[config.mk]
export PLATFORM = sky130hd
export DESIGN_NAME = wb_port_arbiter
export DESIGN_NICKNAME = d
export VERILOG_FILES = /design/src/rtl/wb_port_arbiter_pkg.sv /design/src/rtl/wb_result_fifo.sv /design/src/rtl/wb_port_arbiter.sv
export SDC_FILE = /design/constraint.sdc
export NUM_CORES = 1
export LEC_CHECK = 0
export ABC_AREA = 1
export CAP_MARGIN = 15
export CORE_ASPECT_RATIO = 1.2
export CORE_UTILIZATION = 50
export DETAILED_ROUTE_END_ITERATION = 16
export PLACE_DENSITY = 0.81
export SLEW_MARGIN = 15
export SYNTH_ARGS = -nofsm -noshare
export SYNTH_HDL_FRONTEND = slang
export SYNTH_SLANG_ARGS = --single-unit
[constraint.sdc]
create_clock -name i_clk -period 2.7 [get_ports i_clk]
set_clock_uncertainty 0.15 [all_clocks]
set_input_delay 0.675 -clock i_clk [delete_from_list [all_inputs] [get_ports i_clk]]
set_output_delay 0.675 -clock i_clk [all_outputs]
set_load 0.05 [all_outputs]
[src/rtl/wb_port_arbiter_pkg.sv]
// Shared CPU definitions for the write-back port arbiter: default sizes,
// register-index width and the result-queue entry layout.
package wb_port_arbiter_pkg;
    localparam int WB_DEPTH_DEF    = 2;
    localparam int WB_MAX_WAIT_DEF = 4;
    localparam int REG_IDX_W       = 5;
    localparam int XLEN            = 32;

    typedef logic [REG_IDX_W-1:0] reg_idx_t;

    typedef struct packed {
        logic            live;
        reg_idx_t        rd;
        logic [XLEN-1:0] data;
    } wb_entry_t;

    function automatic logic [31:0] onehot_rd(input reg_idx_t rd);
        return 32'd1 << rd;
    endfunction
endpackage

[src/rtl/wb_result_fifo.sv]
// MDU result queue. Each entry carries a live bit that a younger pipeline
// write to the same rd clears, including an entry pushed in that same cycle.
module wb_result_fifo
    import wb_port_arbiter_pkg::*;
#(
    parameter int DEPTH = WB_DEPTH_DEF,
    localparam int CNT_W = $clog2(DEPTH + 1),
    localparam int PTR_W = $clog2(DEPTH)
) (
    input  logic             i_clk,
    input  logic             i_rst_n,
    input  logic             i_push,
    input  wb_entry_t        i_push_entry,
    input  logic             i_pop,
    input  logic             i_squash,
    input  reg_idx_t         i_squash_rd,
    output logic [CNT_W-1:0] o_count,
    output wb_entry_t        o_head,
    output logic [31:0]      o_pending_mask
);
    wb_entry_t        r_mem [DEPTH];
    logic [PTR_W-1:0] r_wptr, r_rptr;
    logic [CNT_W-1:0] r_count;
    logic             w_push_live;
    logic [31:0]      w_mask;

    function automatic logic [PTR_W-1:0] ptr_next(input logic [PTR_W-1:0] p);
        return (p == PTR_W'(DEPTH - 1)) ? '0 : p + 1'b1;
    endfunction

    assign w_push_live = i_push_entry.live &&
                         !(i_squash && (i_push_entry.rd == i_squash_rd));

    always_ff @(posedge i_clk or negedge i_rst_n) begin
        if (!i_rst_n) begin
            for (int i = 0; i < DEPTH; i++) r_mem[i] <= '0;
            r_wptr  <= '0;
            r_rptr  <= '0;
            r_count <= '0;
        end else begin
            for (int i = 0; i < DEPTH; i++)
                if (i_squash && (r_mem[i].rd == i_squash_rd)) r_mem[i].live <= 1'b0;
            // Dropping live on pop keeps the pending mask free of freed slots.
            if (i_pop) begin
                r_mem[r_rptr].live <= 1'b0;
                r_rptr             <= ptr_next(r_rptr);
            end
            if (i_push) begin
                r_mem[r_wptr] <= '{live: w_push_live, rd: i_push_entry.rd,
                                   data: i_push_entry.data};
                r_wptr        <= ptr_next(r_wptr);
            end
            case ({i_push, i_pop})
                2'b10:   r_count <= r_count + 1'b1;
                2'b01:   r_count <= r_count - 1'b1;
                default: r_count <= r_count;
            endcase
        end
    end

    always_comb begin
        w_mask = '0;
        for (int i = 0; i < DEPTH; i++)
            if (r_mem[i].live && (r_mem[i].rd != '0)) w_mask = w_mask | onehot_rd(r_mem[i].rd);
    end

    assign o_count        = r_count;
    assign o_head         = r_mem[r_rptr];
    assign o_pending_mask = w_mask;
endmodule

[src/rtl/wb_port_arbiter.sv]
// Arbitrates the single register-file write port between the pipeline WB
// stage and queued MDU results, with a starvation bound on the queue.
module wb_port_arbiter
    import wb_port_arbiter_pkg::*;
#(
    parameter int DEPTH    = WB_DEPTH_DEF,
    parameter int MAX_WAIT = WB_MAX_WAIT_DEF
) (
    input  logic                 i_clk,
    input  logic                 i_rst_n,
    input  logic                 i_pipe_we,
    input  logic [REG_IDX_W-1:0] i_pipe_rd,
    input  logic [31:0]          i_pipe_data,
    input  logic                 i_mdu_valid,
    input  logic [REG_IDX_W-1:0] i_mdu_rd,
    input  logic [31:0]          i_mdu_data,
    output logic                 o_mdu_ready,
    output logic                 o_stall,
    output logic                 o_rf_we,
    output logic [REG_IDX_W-1:0] o_rf_rd,
    output logic [31:0]          o_rf_data,
    output logic [31:0]          o_pending_mask
);
    localparam int CNT_W  = $clog2(DEPTH + 1);
    localparam int WAIT_W = (MAX_WAIT < 1) ? 1 : $clog2(MAX_WAIT + 1);

    logic [CNT_W-1:0]     w_count;
    wb_entry_t            w_head, w_push_entry;
    logic                 w_full, w_empty, w_stall, w_push, w_pop, w_pipe_win;
    logic [WAIT_W-1:0]    r_wait;
    logic                 r_rf_we;
    logic [REG_IDX_W-1:0] r_rf_rd;
    logic [31:0]          r_rf_data;

    assign w_full       = (w_count == CNT_W'(DEPTH));
    assign w_empty      = (w_count == '0);
    assign w_stall      = w_full || (!w_empty && (r_wait == WAIT_W'(MAX_WAIT)));
    assign w_push       = i_mdu_valid && !w_full;
    assign w_pipe_win   = !w_stall && i_pipe_we;
    assign w_pop        = !w_empty && (w_stall || !i_pipe_we);
    assign w_push_entry = '{live: 1'b1, rd: i_mdu_rd, data: i_mdu_data};

    wb_result_fifo #(.DEPTH(DEPTH)) u_fifo (
        .i_clk          (i_clk),
        .i_rst_n        (i_rst_n),
        .i_push         (w_push),
        .i_push_entry   (w_push_entry),
        .i_pop          (w_pop),
        .i_squash       (w_pipe_win),
        .i_squash_rd    (i_pipe_rd),
        .o_count        (w_count),
        .o_head         (w_head),
        .o_pending_mask (o_pending_mask)
    );

    always_ff @(posedge i_clk or negedge i_rst_n) begin
        if (!i_rst_n) begin
            r_wait    <= '0;
            r_rf_we   <= 1'b0;
            r_rf_rd   <= '0;
            r_rf_data <= '0;
        end else begin
            // Counts only pipeline wins that leave a queued result waiting.
            if (w_pop || w_empty)
                r_wait <= '0;
            else if (w_pipe_win && (r_wait != WAIT_W'(MAX_WAIT)))
                r_wait <= r_wait + 1'b1;

            if (w_pipe_win) begin
                r_rf_we   <= (i_pipe_rd != '0);
                r_rf_rd   <= i_pipe_rd;
                r_rf_data <= i_pipe_data;
            end else if (w_pop) begin
                r_rf_we   <= w_head.live && (w_head.rd != '0);
                r_rf_rd   <= w_head.rd;
                r_rf_data <= w_head.data;
            end else begin
                r_rf_we   <= 1'b0;
            end
        end
    end

    assign o_mdu_ready = !w_full;
    assign o_stall     = w_stall;
    assign o_rf_we     = r_rf_we;
    assign o_rf_rd     = r_rf_rd;
    assign o_rf_data   = r_rf_data;
endmodule

; Yosys cells after proc, flatten, opt, wreduce, memory -nomap -nowiden
; Index checks and enable logic that the tools add are counted.
[totals]
wordCells = 90
regBits = 121
output_inout_bits = 72
in_bits = 78
[classes]
n_addsub = 5
mux = 26
n_eq_ne = 8
bitwise = 3
reduce_logical = 29
n_lt_le_gt_ge = 4
shift = 2
[op_table]
columns = operator, n
row1 = $mux W38, 5
row2 = $bwmux W76, 2
row3 = $mux W76, 2
row4 = $mux W32, 4
row5 = $demux W38 S1, 2
row6 = $shl A1 B5 Y32 const A, 2
row7 = $or A32 B32 Y32, 1
row8 = $reduce_bool A5 Y1, 4
row9 = $eq A5 B5 Y1, 3
row10 = $logic_and A1 B1 Y1, 13
row11 = $mux W5, 2
row12 = $mux W1, 6
row13 = $mux W3, 2
row14 = $reduce_bool A2 Y1, 3
row15 = $logic_not A1 Y1, 5
row16 = $eq A2 B2 Y1 const B, 2
row17 = $ge A2 B2 Y1 const B, 2
row18 = $lt A2 B1 Y1 const B, 2
row19 = $not A1 Y2, 2
row20 = $pmux W2 S2, 1
row21 = $add A3 B1 Y3 const B, 1
row22 = $eq A3 B3 Y1 const B, 1
row23 = $logic_or A1 B1 Y1, 3
row24 = $ne A3 B3 Y1 const B, 1
row25 = 5 further kinds, 6

; Longest topological paths before layout
[depth]
word_depth = 12
mapped_depth = 10

; Cells and area by module
; A second synthesis with hierarchy kept.
[unflattened]
cells_unflattened = 856
area_unflattened_um2 = 6457.4
[by_module_without_submodules]
columns = module, cells_each, instances, area_each_um2, seq_area_each_um2
row1 = wb_result_fifo, 612, 1, 4310.4, 2001.9
row2 = wb_port_arbiter, 244, 1, 2147.1, 1026.0

; Worst setup path after synthesis
; Ideal clock, no wire load.
[synth_timing]
path_type = flip-flop to output port
startpoint = register u_fifo.r_mem[70] in the netlist's numbering
endpoint = output port o_pending_mask[16]
n_path_buf = 1
path_slack_ns = -0.053
t_arrival_ns = 1.928
stages_incl_launch_ff = 5
path_cell_list = dfrtp_1 clkbuf_1 nor2_1 nand3_1 o21ai_0
[synth_via]
elab_chain_cells = 5
elab_cells_between_ends = 6
cone_classes = shift (1) / mux (2) / bitwise (1) / reduce/logical (2)
[synth_rtl]
columns = item, line_no
row1 = start: declaration, wb_result_fifo.sv:21  ; wb_entry_t r_mem [DEPTH];
row2 = start signal: indexed assignment, wb_result_fifo.sv:49  ; r_mem[r_wptr] <= '{live: w_push_live, rd: i_push_entry.rd,
row3 = $reduce_bool A5 Y1, wb_result_fifo.sv:64  ; if (r_mem[i].live && (r_mem[i].rd != '0)) w_mask = w_mask | onehot_rd(r_mem[i].rd);
row4 = $logic_and A1 B1 Y1, wb_result_fifo.sv:64
row5 = $mux W32 (*), wb_result_fifo.sv:64
row6 = $or A32 B32 Y32, wb_result_fifo.sv:64
row7 = $mux W32 (*), wb_result_fifo.sv:64
row8 = end: declaration, wb_port_arbiter.sv:22  ; output logic [31:0] o_pending_mask
; Every way passes the cells marked *; elsewhere a longest branch is shown, timed or not.

; Worst setup path in the final report
[layout_timing]
startpoint = register u_fifo.r_mem[70] in the netlist's numbering
endpoint = output port o_pending_mask[5]
; The elaborated chain is that of the path after synthesis.

==> reports/results.txt <==
status -> complete, no violations
Core Util, Final -> 72.6%
Finish-stage setup viols -> 0
first-pass GRT wire length -> 27.2 mm
Worst Setup Slack, final -> 0.0572 ns
DRT iter0 DRCs -> 306
Fmax achieved -> 378 MHz
vias per cell -> 5.36
Hold Vio Cnt, Final -> 0
R2R setup slack -> 0.62 ns
Final #Nets -> 1033
Place WS -> 0.250 ns
RSZ-0062 raised after global routing -> yes
async set-or-reset flop fraction in the synthesized netlist -> 100%
Antenna Diode Count -> 0
initial antenna violation count -> 0
Syn Nets -> 891
Crit path max-delay family -> flip-flops
largest net degree at the start of global routing -> 63
Placed Cells -> 1094
Crit Path Max Fanout -> 9
Yosys reg bits -> 121
most common cell after layout, fill and taps aside -> nand2_1
GR Overflow Total -> 0
post-CTS resize count -> 8
CTS buffer count -> 17
maximum vdd drop -> 577 uV
vias in the first global route -> 5712
clock sink count -> 121
Tcrit/Tclk final -> 97.9%
Synth Cell Area -> 6160 um2
R2R depth -> 10
crit-path cells -> nor2_1 -> nand3_1 -> nand2_2 -> inv_1 -> a22o_1 -> buf_12
syn_area_per_cell -> 7.60 um2
Arr. time, crit path -> 1.82 ns
CTS tree -> yes
Ports -> 150
Worst setup EP type -> output port
fraction of layout cells with a size suffix above 1 -> 12.3%
post-CTS setup buffers -> 0
design area -> 8760 um2
H-Tree Depth -> 4
Hold Path Class -> in -> async
Vert. Die Dim -> 124 um
P_leak -> 4.09 nW
DP HPWL -> 11.9 mm
Synth Warn # -> 0
Antenna Nets Post-Route -> 0
Yosys cell types -> 32
ys flop type -> dfrtp_1
EDFF count, synth -> 0
WL per Instance -> 15.1 um
commonest cells after routing, fill and taps aside -> nand2_1 (318), clkdlybuf4s50_1 (114), dfrtp_1 (114)
FP Rows -> 44
area of placed instances -> 8120 um2
leading area contributor after synthesis -> dfrtp_1
Die ar. -> 12800 um2
post-route insts no fill -> 1125
synth-to-layout area growth -> 42.2%
port buffer count -> 148
Final Critical Period -> 2.64 ns
Worst-Margin Slew -> 0.671 ns
WS Path Type -> reg -> out
drc violations -> 0
hold_ws -> 0.129 ns
Syn Inst Count -> 810
Worst R2R Start -> r_wait[0]
Slew HR -> 55.3%
GR Util All Layers -> 28.3%
Die Wd -> 103 um
top cells by area, synth -> dfrtp_1 (49%), nand2_1 (20%), o21ai_0 (6.9%)
reg-to-reg endpoint -> u_fifo.o_count[1]
sequential share of the synthesized area -> 49.2%
Worst Path Required -> 1.88 ns
Via Count -> 6034
router iterations before antenna repair -> 5
clk buf depth -> 2
CP Buf/Inv Count -> 2
clock-pin slew on the worst setup and hold paths -> 0.06 ns
routability cong. -> 0.919
Cell Pwr Density -> 1240 nW/um2
fin. max-slew vios -> 0
clk_lat worst skew -> 0.42 ns
crit path launch type -> flop
# hold bufs at CTS -> 0
# Max-Cap Violations -> 0
DRT Wirelength -> 17.0 mm
core area -> 12100 um2
Max stage delay on crit path -> 0.47 ns
initial core utilization -> 51.1%
Yosys top cell area share -> 49.2%
clk root buf -> clkbuf_16
critical path's slowest cell -> dfrtp_2
-- metal layers --
metal / up-vias / global-route usage [%] / part of all wire (%)
met5: - / 0 / 0
met4: 0 / 12.7 / 3.1
met3: 54 / 5.72 / 5.8
met2: 247 / 49.2 / 52
met1: 2854 / 33.6 / 39
li1: 2879 / - / -
-- stage by stage --
step	setup TNS, ns	total power [W]
after floorplan	-0.104	0.00681
after global placement	0	0.00851
after detailed placement	0	0.00864
after CTS	0	0.0108
after global routing	-0.0822	0.0115
final	0	0.0109
-- state kept, by name, indices dropped and copies added, names as in the netlist --
signal / count
o_rf_data: 32
o_rf_rd: 5
o_rf_we: 1
u_fifo.r_mem: 76
r_wait: 3
u_fifo.r_rptr: 1
u_fifo.o_count: 2
u_fifo.r_wptr: 1
-- layout make-up --
class | count | area [um2]
Clock buffer | 24 | 512
Clock inverter | 7 | 41.3
Fill cell | 872 | 3300
Inverter | 67 | 254
Multi-Input combinational cell | 574 | 2700
Sequential cell | 121 | 3040
Tap cell | 161 | 201
Timing Repair Buffer | 171 | 2010
-- logic make-up after synthesis --
family	Yosys count	share of synthesized area, %
adder cells (fa/ha/maj)	3	0.609
XOR/XNOR	13	1.85
AND/OR/NAND/NOR	440	29.6
other	1	0.0609
AO/OA/AOI/OAI	117	10.4
buffers and inverters	115	8.27
flip-flops	121	49.2
-- worst max-delay path by stage --
stage | depth (start not counted) | start | end
final | 6 | u_fifo.r_mem[70] | o_pending_mask[5]
after floorplan | 5 | u_fifo.r_mem[34] | o_pending_mask[15]
after global routing | 6 | u_fifo.r_mem[74] | o_pending_mask[7]
after global placement | 8 | i_pipe_we | u_fifo.o_count[1]
after detailed placement | 8 | i_pipe_we | u_fifo.o_count[1]
after CTS | 6 | u_fifo.r_mem[32] | o_pending_mask[20]
-- power by group --
part | internal, W | switching [W] | leakage [nW]
clock network | 0.00131 | 0.000781 | 0.278
registers | 0.00270 | 0.000575 | 1.49
logic | 0.00190 | 0.00360 | 2.33
total | 0.00590 | 0.00496 | 4.09
-- cells in the mapped netlist (7+ instances only) --
| cell | count |
|---|---|
| o22ai_1 | 20 |
| nor3_1 | 7 |
| inv_1 | 63 |
| clkbuf_1 | 14 |
| nand2_1 | 321 |
| nor2_1 | 23 |
| nand3_1 | 81 |
| dfrtp_1 | 121 |
| buf_2 | 24 |
| o21ai_0 | 85 |
| xor2_1 | 10 |
-- worst reg2reg max path: cells and delay by family (launching register included) --
family                   cells  cell delay (ns)
adder cells (fa/ha/maj)      2             0.51
AND/OR/NAND/NOR              3             0.42
flip-flops                   1             0.37
AO/OA/AOI/OAI                2             0.22
XOR/XNOR                     1             0.16
buffers and inverters        2             0.13
Note: power is estimated with default switching activity, not from simulation.
